$ cat config.mk
export PLATFORM = sky130hd
export DESIGN_NAME = s838_param_counter
export DESIGN_NICKNAME = d
export VERILOG_FILES = /design/src/rtl/s838_param_counter_pkg.sv /design/src/rtl/s838_param_counter_carry_group.sv /design/src/rtl/s838_param_counter.sv
export SDC_FILE = /design/constraint.sdc
export NUM_CORES = 1
export LEC_CHECK = 0
export ABC_CLOCK_PERIOD_IN_PS = 7750
export CAP_MARGIN = 20
export CORE_MARGIN = 2
export CORE_UTILIZATION = 53
export DETAILED_ROUTE_END_ITERATION = 8
export PLACE_DENSITY = 0.88
export SLEW_MARGIN = 20
export SYNTH_ARGS = -nofsm -noshare
export SYNTH_HDL_FRONTEND = slang
export SYNTH_SLANG_ARGS = --single-unit
$ cat constraint.sdc
create_clock -name i_ck -period 7.75 [get_ports i_ck]
set_clock_uncertainty 0.15 [all_clocks]
set_input_delay 1.1625 -clock i_ck [delete_from_list [all_inputs] [get_ports i_ck]]
set_output_delay 1.1625 -clock i_ck [all_outputs]
set_load 0.05 [all_outputs]
$ cat src/rtl/s838_param_counter_pkg.sv
// s838_pkg: shared defaults and direction encoding for the parameterised counter
package s838_pkg;
  localparam int DEF_WIDTH = 32;
  localparam int DEF_GROUP = 8;
  localparam logic UP = 1'b1;
  localparam logic DOWN = 1'b0;
endpackage

$ cat src/rtl/s838_param_counter_carry_group.sv
// s838_carry_group: one GROUP-bit slice of the counter's carry-lookahead incrementer/decrementer
module s838_carry_group
  import s838_pkg::*;
#(
  parameter int GROUP = DEF_GROUP
) (
  input  logic [GROUP-1:0] i_bits,
  input  logic             i_up,
  input  logic             i_en,
  output logic             o_ones,
  output logic             o_zeros,
  output logic [GROUP-1:0] o_bits
);
  logic w_t;
  assign o_ones  = &i_bits;
  assign o_zeros = ~|i_bits;
  // i_en is the AND of every lower group's detect, so a bit toggles when all lower bits propagate
  always_comb begin
    o_bits = i_bits;
    w_t = i_en;
    for (int i = 0; i < GROUP; i++) begin
      o_bits[i] = i_bits[i] ^ w_t;
      w_t = w_t & ((i_up == UP) ? i_bits[i] : ~i_bits[i]);
    end
  end
endmodule

$ cat src/rtl/s838_param_counter.sv
// s838_param_counter: cascadable up/down modulo or saturating counter with group carry-lookahead
module s838_param_counter
  import s838_pkg::*;
#(
  parameter int WIDTH = DEF_WIDTH,
  parameter int GROUP = DEF_GROUP,
  parameter bit SAT   = 1'b0
) (
  input  logic             i_ck,
  input  logic             i_clear,
  input  logic             i_en,
  input  logic             i_cin,
  input  logic             i_up,
  input  logic             i_load,
  input  logic [WIDTH-1:0] i_ld_val,
  input  logic [WIDTH-1:0] i_mod_val,
  output logic [WIDTH-1:0] o_count,
  output logic             o_cout,
  output logic             o_wrap
);
  localparam int NG = WIDTH / GROUP;
  logic [WIDTH-1:0] r_count, w_step_val, w_next;
  logic [NG-1:0]    w_gen;
  logic             w_step, w_term, r_wrap;
  assign w_gen[0] = 1'b1;
  genvar g;
  for (g = 0; g < NG; g++) begin : g_grp
    logic w_ones, w_zeros;
    s838_carry_group #(.GROUP(GROUP)) u_grp (
      .i_bits (r_count[g*GROUP +: GROUP]),
      .i_up   (i_up),
      .i_en   (w_gen[g]),
      .o_ones (w_ones),
      .o_zeros(w_zeros),
      .o_bits (w_step_val[g*GROUP +: GROUP])
    );
    if (g < NG - 1) begin : g_chain
      assign w_gen[g+1] = w_gen[g] & ((i_up == UP) ? w_ones : w_zeros);
    end
  end
  assign w_step = i_en & i_cin;
  assign w_term = (i_up == DOWN) ? (r_count == '0) : (r_count >= i_mod_val);
  assign o_cout = w_step & w_term;
  // saturating up at terminal lands on Mod_val, which also clamps a count above it
  always_comb begin
    w_next = w_term ? (SAT ? ((i_up == UP) ? i_mod_val : '0) : ((i_up == UP) ? '0 : i_mod_val)) : w_step_val;
  end
  always_ff @(posedge i_ck) begin
    r_count <= i_clear ? '0 : i_load ? i_ld_val : w_step ? w_next : r_count;
    r_wrap  <= ~i_clear & ~i_load & o_cout;
  end
  assign o_count = r_count;
  assign o_wrap  = r_wrap;
endmodule

==> impl_metrics.toml, run 1 <==
[run_status]
status = "completed"

[die]
ios = 104
core_um2 = 6790
num_rows = 30
dieArea_um2 = 7720
initial_core_util_pct = 54.9
dieHeight_um = 87.9
fp.dieW_um = 87.9

[critical_path]
r2r_start = "o_count[0]"
r2r_cells = 10
cp_slowest_cell = "clkdlybuf4s50_1"
cp-start-kind = "input port"
arrival_ns = 4.88
path_cells = "clkdlybuf4s50_1 -> inv_1 -> ha_1 -> nand4_1 -> or4_1 -> a31oi_1 -> o21ai_2 -> nor2_1 -> clkdlybuf4s50_1"
crit_end = "o_cout"
rrSetupSlack_ns = 4.07
crit_fanout = 9
setup.worst_path.class = "in2out"
cp.required_ns = 6.44
setup.worst_path.start = "i_mod_val[10]"
path_common_cell = "clkdlybuf4s50_1"
worstReg2RegEnd = "o_count[20]"
cpPeakStageDelay_ns = 0.93
worst_setup_path_end_kind = "output pin"

[sta]
final_max_slew_viol_count = 0
fin_crit_ns = 6.19
finalHoldViolCount = 0
worst_pin_slew_ns = 1.07
layout_setup_ws_ns = 1.56
setup_tns_ns = 0
rsz0062_at_grt = "false"
max_freq_mhz = 162
finalSetupViolations = 0
max_slew_margin_pct = 28.9
post-route-period-util_pct = 79.9

[final_layout]
final_nets = 701
fin_area_um2 = 4880
antennaDiodeCount = 0
drive_gt1_share_pct = 5.00
fillers = 537
syn_to_final_growth_pct = 30.9

[synthesis]
syn-mean-instance-area_um2 = 7.12
ys_ff_latch = 33
yosysSeqAreaShare_pct = 17.7
ys.flop_type = "dfxtp_1"
postSynthCellCount = 524
netlist_area_um2 = 3730
syn-num-nets = 626
yosys-mux-area-fraction_pct = 2.48
synth_simple_gate_area_share_pct = 26.2
synthArstFlopShare_pct = 0
synth_edf_count = 0
synth-compound-area-share_pct = 29.9
synth-xor-area-share_pct = 3.99
ys_warn_count = 0
synth_top_family_by_area = "compound AO/OA/AOI/OAI gates"
synth-adder-area-share_pct = 10.7
ys_types = 63

[cts]
root_buffer = "clkbuf_8"
clkLatencyLatePin_ns = 0.30
cts_tree = "done"
clkSinkCount = 33
ctsResizeCount = 0
hold_buffers = 0
cts_buffer_depth = 2
cts_buffers = 5
h-tree-depth = 2
cts_setup_buffers = 0
clkSlewWorstSetupHoldPaths_ns = 0.08

[routing]
drc_errors = 0
via_count = 4549
vias_per_cell = 6.54
antenna_left = 0
first_pass_iters = 5
wl_per_cell_um = 18.2
drtIter0Drc = 466
drt-total-wl_um = 12600

[placement]
dp_slack_ns = 1.61
portBuffers = 103
place_congestion = 0.973
dpl_cell_area_um2 = 4760
place_hpwl_um = 8770

[pwr]
power.density_nw_per_um2 = 135
ir_drop_mv = 0.0905
p_leak_uw = 0.00194

[grt]
track_usage_pct = 32.2
grt_pass1_wl_um = 19800
grt_pass1_vias = 4109
grt_start_max_net_pins = 44
antenna_found_initial = 0
overflow = 0

[worst_hold_path]
hp-class = "reg2reg"
min_from = "o_count[7]"

[job]
max-cap-violations = 0
[report_power, final]
| part | internal (µW) | switching, µW |
|---|---|---|
| sequential | 182 | 31.0 |
| clock | 105 | 74.2 |
| combinational | 114 | 153 |
| total | 401 | 259 |
[cells in the mapped netlist, types with 5 or more instances]
| library cell | count | share of area (%) |
|---|---|---|
| a2111oi_0 | 5 | 1.2 |
| a21oi_1 | 38 | 5.1 |
| a22oi_1 | 5 | 1.0 |
| a31oi_1 | 6 | 1.0 |
| and3_1 | 12 | 2.0 |
| and4_1 | 5 | 1.2 |
| clkbuf_1 | 34 | 3.4 |
| dfxtp_1 | 33 | 18 |
| ha_1 | 32 | 11 |
| inv_1 | 46 | 4.6 |
| mux2i_1 | 7 | 1.9 |
| nand2_1 | 47 | 4.7 |
| nand3_1 | 18 | 2.4 |
| nand4_1 | 12 | 2.0 |
| nand4b_1 | 6 | 1.4 |
| nor2_1 | 31 | 3.1 |
| nor3_1 | 20 | 2.7 |
| nor4_1 | 9 | 1.5 |
| o211ai_1 | 9 | 1.8 |
| o21ai_0 | 27 | 3.6 |
| o21ai_1 | 7 | 0.94 |
| o221ai_1 | 7 | 1.6 |
| o22ai_1 | 7 | 1.2 |
| o311a_1 | 5 | 1.3 |
| or3_1 | 7 | 1.2 |
| or4_1 | 5 | 1.0 |
| xnor2_1 | 16 | 3.8 |
[per-layer routing]
layer  track usage [%]  vias to the layer above  wire length (µm)
li1                  -                     2111                 -
met5                 0                        -                 0
met2              50.9                      281              5900
met3              4.24                       43              1310
met4              14.1                        0               393
met1              43.9                     2114              5040
[how the worst min path moves through the flow]
stage | slack (ns) | to | cells past startpoint
after floorplan | 0.67 | o_count[7] | 2
after global placement | 0.45 | o_count[7] | 2
after detailed placement | 0.47 | o_count[7] | 2
after CTS | 0.48 | o_count[7] | 2
after global routing | 0.53 | o_count[7] | 2
final | 0.49 | o_count[7] | 2
[logic make-up (layout without fill, tap and decap cells)]
| logic type | Yosys count | count (layout) |
|---|---|---|
| XOR/XNOR | 17 | 17 |
| adder cells (fa/ha/maj) | 32 | 32 |
| buffers and inverters | 87 | 163 |
| AO/OA/AOI/OAI | 159 | 159 |
| AND/OR/NAND/NOR | 187 | 187 |
| multiplexers | 9 | 9 |
| flip-flops | 33 | 33 |
[registers in the layout, summed over array words and instances (netlist names)]
| name | cells |
|---|---|
| o_wrap | 1 |
| o_count | 32 |
[cells in the final DEF, fill, tap and decap left out, types with 5 or more instances in the layout]
cell type        instances
nand3_1                 18
nor3_1                  20
or4_1                    5
o22ai_1                  7
xnor2_1                 16
nand4_1                 12
o21ai_0                 27
nor2_1                  30
nand2_1                 47
o211ai_1                 9
nand4b_1                 6
or3_1                    7
a2111oi_0                5
a31oi_1                  6
o311a_1                  5
o21ai_1                  6
mux2i_1                  7
clkbuf_8                 6
a22oi_1                  5
nor4_1                   9
a21oi_1                 38
clkdlybuf4s50_1        102
inv_1                   46
dfxtp_1                 33
buf_4                    6
and3_1                  12
and4_1                   5
ha_1                    32
o221ai_1                 7
[metrics by stage]
| stage | total power [µW] | utilization, % | cells | hold slack, ns |
|---|---|---|---|---|
| finish | 660 | 71.9 | 696 | 0.489 |
| global route | 687 | 71.9 | 696 | 0.526 |
| CTS | 653 | 71.8 | 696 | 0.483 |
| detailed placement | 477 | 70.1 | 688 | 0.470 |
| global placement | 470 | 70.1 | 688 | 0.455 |
| floorplan | 379 | - | 524 | 0.668 |
[cell type report]
| type | instances | area, µm² | area share (%) |
|---|---|---|---|
| multi-input combinational | 404 | 2740 | 56.2 |
| timing repair buffer | 109 | 1070 | 21.9 |
| sequential | 33 | 661 | 13.5 |
| inverter | 46 | 173 | 3.54 |
| tap | 96 | 120 | 2.46 |
| clock buffer | 7 | 86.3 | 1.77 |
| clock inverter | 1 | 30.0 | 0.615 |
[critical path, delay by kind of cell]
| kind | cells | cell delay [ns] |
|---|---|---|
| AO/OA/AOI/OAI | 2 | 0.54 |
| adder cells (fa/ha/maj) | 1 | 0.32 |
| AND/OR/NAND/NOR | 3 | 1.37 |
| buffers and inverters | 3 | 1.49 |
No activity file was read; power rests on OpenSTA's default activity.
==> inputs of run 2 (changes only) <==
--- a/config.mk
+++ b/config.mk
@@ -5,12 +5,12 @@
 export SDC_FILE = /design/constraint.sdc
 export NUM_CORES = 1
 export LEC_CHECK = 0
-export ABC_CLOCK_PERIOD_IN_PS = 7750
+export ABC_CLOCK_PERIOD_IN_PS = 6450
 export CAP_MARGIN = 20
 export CORE_MARGIN = 2
-export CORE_UTILIZATION = 53
+export CORE_UTILIZATION = 50
 export DETAILED_ROUTE_END_ITERATION = 8
-export PLACE_DENSITY = 0.88
+export PLACE_DENSITY = 0.84
 export SLEW_MARGIN = 20
 export SYNTH_ARGS = -nofsm -noshare
 export SYNTH_HDL_FRONTEND = slang
==> constraint.sdc (replaced) <==
create_clock -name i_ck -period 6.45 [get_ports i_ck]
set_clock_uncertainty 0.15 [all_clocks]
set_input_delay 0.9675 -clock i_ck [delete_from_list [all_inputs] [get_ports i_ck]]
set_output_delay 0.9675 -clock i_ck [all_outputs]
set_load 0.05 [all_outputs]
==> impl_metrics.toml, run 2 (synthesis results as in run 1) <==
[cts]
clkSinkCount = 33
clkSlewWorstSetupHoldPaths_ns = 0.07
ctsResizeCount = 0
clkLatencyLatePin_ns = 0.30
h-tree-depth = 2
cts_tree = "done"
cts_setup_buffers = 0
root_buffer = "clkbuf_8"
hold_buffers = 0
cts_buffer_depth = 2
cts_buffers = 5

[final_layout]
fillers = 642
multi_input_area_um2 = 2740
largest_reg_flops = 32
fin_area_um2 = 4910
final_common_cell = "clkdlybuf4s50_1"
antennaDiodeCount = 0
syn_to_final_growth_pct = 31.6
regArea_um2 = 661
layout.cells.non_filler = 702
mostFrequentLayoutCells = "102 x clkdlybuf4s50_1, 47 x nand2_1, 46 x inv_1"
final_nets = 704
drive_gt1_share_pct = 5.31

[routing]
wl_per_cell_um = 18.3
first_pass_iters = 5
via_count = 4498
drtIter0Drc = 339
drc_errors = 0
antenna_left = 0
drt-total-wl_um = 12800
vias_per_cell = 6.41

[critical_path]
path_cells = "clkdlybuf4s50_1 -> inv_1 -> ha_1 -> nand4_1 -> or4_1 -> a31oi_1 -> o21ai_2 -> nor2_1 -> buf_4 -> clkdlybuf4s50_1"
path_common_cell = "clkdlybuf4s50_1"
cpPeakStageDelay_ns = 0.82
cp.required_ns = 5.33
r2r_start = "o_count[0]"
worstReg2RegEnd = "o_count[23]"
setup.worst_path.class = "in2out"
r2r_cells = 10
cp_slowest_cell = "clkdlybuf4s50_1"
worst_setup_path_end_kind = "output pin"
rrSetupSlack_ns = 2.82
arrival_ns = 4.23
crit_fanout = 9
cp-start-kind = "input port"

[placement]
dpl_cell_area_um2 = 4790
portBuffers = 103
place_inst = 694
place_congestion = 0.923
place_hpwl_um = 9020
dp_slack_ns = 1.13

[grt]
grt_start_max_net_pins = 43
grt_pass1_wl_um = 20500
overflow = 0
track_usage_pct = 30.3
antenna_found_initial = 0
grt_pass1_vias = 4275

[pwr]
power.density_nw_per_um2 = 161
p_leak_uw = 0.00195
ir_drop_mv = 0.122
p_total_uw = 791

[worst_hold_path]
min_from = "o_count[7]"
hold_depth = 2
hold_end = "o_count[7]"
hp-class = "reg2reg"

[die]
ios = 104
core_um2 = 7250
dieArea_um2 = 8160
fp.dieW_um = 90.4
dieHeight_um = 90.4
num_rows = 31
initial_core_util_pct = 51.4

[sta]
max_slew_margin_pct = 26.1
layout_setup_ws_ns = 1.10
final_max_slew_viol_count = 0
fin_crit_ns = 5.35
finalSetupViolations = 0
setup_tns_ns = 0
worst_pin_slew_ns = 1.11
post-route-period-util_pct = 82.9
rsz0062_at_grt = "false"
max_freq_mhz = 187
finalHoldViolCount = 0

[job]
max-cap-violations = 0

[run_status]
status = "completed"
## run 2: cell types whose count changed in the layout (fill, tap and decap cells not counted)
| cell | change |
|---|---|
| nor2_2 | -1 |
| buf_4 | +3 |
| nor2_1 | +1 |
## run 2: power breakdown
group | switching [µW] | leakage [µW] | internal (µW)
logic | 184 | 0.00162 | 138
clock network | 86.4 | 0.0000585 | 126
registers | 37.3 | 0.000273 | 219
total | 308 | 0.00195 | 483
## run 2: worst max-delay path: cells and delay by family
kind	cells	cell delay (ns)
buffers and inverters	4	1.54
AND/OR/NAND/NOR	3	0.88
adder cells (fa/ha/maj)	1	0.32
AO/OA/AOI/OAI	2	0.54
## run 2: final cells by class
cell class                      count  share of cell area (%)
Tap cell                           99                    2.52
Clock buffer                        7                    1.76
Multi-Input combinational cell    404                    55.8
Sequential cell                    33                    13.5
Timing Repair Buffer              112                    22.3
Clock inverter                      1                   0.612
Inverter                           46                    3.52
## run 2: per-layer routing
metal  routed length [µm]  track usage [%]  part of all wire, %
met1                 5310             37.8                   41
met2                 6090             51.5                   48
met3                 1010             5.18                  7.9
met4                  402             12.7                  3.1
met5                    0                0                    0
## run 2: worst max path at each step
| stage | startpoint | to | depth (start not counted) |
|---|---|---|---|
| global placement | i_mod_val[10] | o_cout | 10 |
| detailed placement | i_mod_val[10] | o_cout | 10 |
| CTS | i_mod_val[10] | o_cout | 10 |
| floorplan | i_mod_val[10] | o_cout | 7 |
| global route | i_mod_val[9] | o_cout | 10 |
| finish | i_mod_val[10] | o_cout | 10 |
## run 2: per-stage QoR
stage          util [%]  hold slack [ns]
3_3_place_gp       66.0            0.456
3_5_place_dp       66.0            0.470
6_report           67.6            0.479
2_1_floorplan         -            0.668
4_1_cts            67.6            0.480
5_1_grt            67.6            0.517
==> RTL change 1: new RTL, settings of run 2 <==
`DEF_GROUP`: 8 -> 16.
--- a/src/rtl/s838_param_counter_pkg.sv
+++ b/src/rtl/s838_param_counter_pkg.sv
@@ -1,7 +1,7 @@
 // s838_pkg: shared defaults and direction encoding for the parameterised counter
 package s838_pkg;
   localparam int DEF_WIDTH = 32;
-  localparam int DEF_GROUP = 8;
+  localparam int DEF_GROUP = 16;
   localparam logic UP = 1'b1;
   localparam logic DOWN = 1'b0;
 endpackage
Behaviour: unchanged (equiv_simple and equiv_induct, registers matched by name and starting in step).
==> RTL change 1 against run 2 <==
- via count shrank 5.5%
- fmax down 1.7%
- routed wire length shrank 9.6%
- register-to-register slack improved by 430 ps
- global-route usage shrank 2.3 points
- area after synthesis decreased by 0.81%
- combinational power decreased by 3%
- sequential cell count unchanged
- total power is 1.0% lower
- worst setup slack worse by 93 ps
- critical path depth fell by 2
- design area fell by 1.4%
- critical path type unchanged
- largest cell class unchanged
==> RTL change 1: results (changes against run 2) <==
critical_path:
  critical_path.top_delay_family: "simple AND/OR/NAND/NOR gates"  # was buffers and inverters
  timing.critical_path.slowest_cell_delay_ps: 840  # was 820 ps
  critical-path-slowest-cell: "sky130_fd_sc_hd__or4_4"  # was sky130_fd_sc_hd__clkdlybuf4s50_1
  cp_data_arrival_time_ps: 4330  # was 4230 ps
route:
  dr_total_vias: 4249  # was 4,498
  drt_wl_total_mm: 11.6  # was 12.8 mm
  drt-vias-per-instance: 6.24  # was 6.41
  detailedRoute.firstIterationViolations: 307  # was 339
logic_synthesis:
  synthAdderAreaFrac_pct: 10.8  # was 10.7%
  yosysSeqAreaShare_pct: 17.9  # was 17.7%
  netlist_top_cells_count: "44 x sky130_fd_sc_hd__o21ai_0, 43 x sky130_fd_sc_hd__inv_1, 38 x sky130_fd_sc_hd__a21oi_1"  # was 47 x sky130_fd_sc_hd__nand2_1, 46 x sky130_fd_sc_hd__inv_1, 38 x sky130_fd_sc_hd__a21oi_1
  synth_warnings: 0  # unchanged
  avgSynthCellArea_um2: 7.34  # was 7.12 um^2
  synth_compound_gate_area_share_pct: 28.4  # was 29.9%
  muxShareOfSynthArea_pct: 0.609  # was 2.48%
  post_synth_xor_area_fraction_pct: 8.05  # was 3.99%
  synth_area_leaders: "sky130_fd_sc_hd__dfxtp_1 18%, sky130_fd_sc_hd__ha_1 11%, sky130_fd_sc_hd__o21ai_0 6.0%"  # was sky130_fd_sc_hd__dfxtp_1 18%, sky130_fd_sc_hd__ha_1 11%, sky130_fd_sc_hd__a21oi_1 5.1%
  synth_nets: 606  # was 626
place:
  detailed_place.area_um2: 4720  # was 4790 um^2
  detailedPlacementHpwl_mm: 8.22  # was 9.02 mm
  dp_cells: 673  # was 694
pwr:
  leakage_nw: 1.98  # was 1.95 nW
  ir_worst_vdd_v: 0.000108  # was 0.000122 V
grt:
  grt_max_degree: 49  # was 43
  global_route.usage.total_pct: 28.0  # was 30.3%
  global_route_wire_length_before_repair_mm: 19.2  # was 20.5 mm
  number_of_global_route_vias_before_repair: 4042  # was 4,275
sta:
  worst-slew-pin-transition_ps: 819  # was 1110 ps
cells_and_area:
  fillerInstances: 618  # was 642
  layout_cells_sized_above_1_pct: 6.87  # was 5.31%
  finish.net_count: 683  # was 704
run_status:
  run_status: "complete, no violations"  # unchanged
[RTL change 1: worst paths after layout]
check / from / end / slack (ps) / cells past startpoint
worst max register to register: o_count[12]$_SDFFE_PP0P_ / o_count[27]$_SDFFE_PP0P_ / 3250 / 6
worst max-delay path: i_up / o_cout / 1010 / 8
worst min register to register: o_count[27]$_SDFFE_PP0P_ / o_count[27]$_SDFFE_PP0P_ / 520 / 2
worst min-delay path: o_count[27]$_SDFFE_PP0P_ / o_count[27]$_SDFFE_PP0P_ / 520 / 2
[RTL change 1: tightest hold or removal path, delay by kind of cell, from the launching register on]
kind,cells,cell delay (ps)
AND/OR/NAND/NOR,1,50
flip-flops,1,370
AO/OA/AOI/OAI,1,200
[RTL change 1: routing by layer]
metal	track usage [%]	vias to the layer above	share of wire, %
met5	0	-	0
met4	9.62	0	2.6
met3	5.11	28	7.8
met2	47.3	216	48
met1	35.9	1992	42
li1	-	2013	-
[RTL change 1: final cells by class]
class,count,area [um^2],share of cell area [%]
multi-input combinational,386,2680,55.4
timing repair buffer,112,1100,22.7
sequential,33,661,13.7
inverter,43,161,3.34
tap,99,124,2.56
clock buffer,7,86.3,1.78
clock inverter,1,30.0,0.620
[RTL change 1: metrics by stage]
step                      hold WS [ps]  setup WS (ps)  util, %
after CTS                          510            998     67.1
final                              520           1010     67.1
after global routing               553            732     67.1
after floorplan                    662           2040        -
after global placement             451           1090     65.5
after detailed placement           504           1020     65.5
[RTL change 1: cell families after synthesis]
family                     Yosys count
muxes                                2
AOI/OAI and AO/OA                  158
and+or+nand+nor                    160
DFF                                 33
adders and majority gates           32
buffers and inverters               85
xor gates and xnor gates            34
[RTL change 1: power breakdown]
part | switching [mW] | internal (mW)
clock | 0.0852 | 0.126
combinational | 0.177 | 0.137
sequential | 0.0385 | 0.220
total | 0.300 | 0.483
==> RTL change 2: new RTL, config.mk and constraints of run 2 <==
Without the edit above. Remove the register `r_wrap`: a continuous assignment takes its place, so the output `o_wrap` follows one clock earlier.
--- a/src/rtl/s838_param_counter.sv
+++ b/src/rtl/s838_param_counter.sv
@@ -47,8 +47,9 @@
   end
   always_ff @(posedge i_ck) begin
     r_count <= i_clear ? '0 : i_load ? i_ld_val : w_step ? w_next : r_count;
-    r_wrap  <= ~i_clear & ~i_load & o_cout;
   end
+
+  assign r_wrap = ~i_clear & ~i_load & o_cout;
   assign o_count = r_count;
   assign o_wrap  = r_wrap;
 endmodule
Check against the original RTL: not equivalent (Yosys sat finds a counterexample within 4 cycles, from zero or initial values).
==> RTL change 2 against run 2 <==
- core utilization rose by 0.91 points
- sequential cell count fell by 1
- worst setup slack got worse by 120 ps
- area after synthesis fell by 4.5%
- total power fell by 10%
- clock power fell by 19%
- routed wire length fell by 9.8%
- die area fell by 4.3%
- design area fell by 4.5%
- largest cell class unchanged
==> RTL change 2: results (changes against run 2) <==
pwr:
  ir_worst_vdd_v: 0.000104  # was 0.000122 V
  leakage_nw: 1.91  # was 1.95 nW
sta:
  worst-slew-pin-transition_ps: 973  # was 1110 ps
critical_path:
  cp_data_arrival_time_ps: 4350  # was 4230 ps
  crit_path_start: "i_mod_val[30]"  # was i_mod_val[10]
  rr_worst_depth: 7  # was 10
  worst-path-max-fanout: 19  # was 9
  worst_r2r_startpoint: "o_count[1]$_SDFFE_PP0P_"  # was o_count[0]$_SDFFE_PP0P_
  timing.critical_path.slowest_cell_delay_ps: 870  # was 820 ps
place:
  finalWeightedCongestion: 0.891  # was 0.923
  pre_cts_ws_ps: 1000  # was 1130 ps
  detailedPlacementHpwl_mm: 8.17  # was 9.02 mm
route:
  detailedRoute.firstIterationViolations: 351  # was 339
logic_synthesis:
  netlist_top_cells_count: "47 x sky130_fd_sc_hd__inv_1, 42 x sky130_fd_sc_hd__a21oi_1, 34 x sky130_fd_sc_hd__nor2_1"  # was 47 x sky130_fd_sc_hd__nand2_1, 46 x sky130_fd_sc_hd__inv_1, 38 x sky130_fd_sc_hd__a21oi_1
  synth_nets: 594  # was 626
  synthAdderAreaFrac_pct: 11.2  # was 10.7%
  post_synth_xor_area_fraction_pct: 4.43  # was 3.99%
  synth_area_leaders: "sky130_fd_sc_hd__dfxtp_1 18%, sky130_fd_sc_hd__ha_1 11%, sky130_fd_sc_hd__a221oi_1 6.2%"  # was sky130_fd_sc_hd__dfxtp_1 18%, sky130_fd_sc_hd__ha_1 11%, sky130_fd_sc_hd__a21oi_1 5.1%
  muxShareOfSynthArea_pct: 1.12  # was 2.48%
  ys_types: 62  # was 63
grt:
  global_route_wire_length_before_repair_mm: 18.1  # was 20.5 mm
  grt_max_degree: 56  # was 43
  global_route.usage.total_pct: 29.0  # was 30.3%
  number_of_global_route_vias_before_repair: 3823  # was 4,275
hold_path:
  worstHoldStart: "o_count[15]$_SDFFE_PP0P_"  # was o_count[7]$_SDFFE_PP0P_
cells_and_area:
  layout_cells_sized_above_1_pct: 3.83  # was 5.31%
run_status:
  run_status: "complete, no violations"  # unchanged
==> RTL change 2: metrics by stage <==
step	util, %	area, um^2	cells	hold slack (ps)	power, mW
2_1_floorplan	-	3560	492	579	0.426
3_3_place_gp	67.2	4590	663	392	0.529
6_report	68.6	4680	671	433	0.709
5_1_grt	68.6	4680	671	470	0.742
4_1_cts	68.6	4680	671	431	0.704
3_5_place_dp	67.2	4590	663	421	0.535
==> RTL change 2: routing by layer <==
metal	global-route usage (%)	routed length [um]
met1	38.3	5000
met2	48.2	5470
met3	4.94	935
met4	8.82	141
met5	0	0
==> RTL change 2: area by class of cell <==
| class | count | area (um^2) | area share (%) |
|---|---|---|---|
| timing repair buffer | 108 | 1060 | 22.7 |
| sequential | 32 | 641 | 13.7 |
| clock buffer | 8 | 90.1 | 1.92 |
| inverter | 47 | 176 | 3.77 |
| tap | 96 | 120 | 2.56 |
| multi-input combinational | 380 | 2590 | 55.4 |
==> RTL change 2: path summary, 6_finish.rpt <==
path	slack, ps	end
worst min register to register	430	o_count[15]$_SDFFE_PP0P_
worst max register to register	2800	o_count[15]$_SDFFE_PP0P_
worst max-delay path	980	o_cout
worst min-delay path	430	o_count[15]$_SDFFE_PP0P_
==> RTL change 2: worst reg2reg max path, cell delays in order, from the launching register on <==
cell,delay [ps]
sky130_fd_sc_hd__dfxtp_1,440
sky130_fd_sc_hd__nor4_2,460
sky130_fd_sc_hd__nand2_1,180
sky130_fd_sc_hd__nor4_4,620
sky130_fd_sc_hd__and2b_1,710
sky130_fd_sc_hd__and2_1,500
sky130_fd_sc_hd__a221oi_1,160
sky130_fd_sc_hd__a221oi_1,330
==> RTL change 2: power breakdown <==
part,switching [mW],internal (mW),leakage [nW]
clock,0.0859,0.0873,0.0455
combinational,0.164,0.126,1.59
sequential,0.0342,0.212,0.265
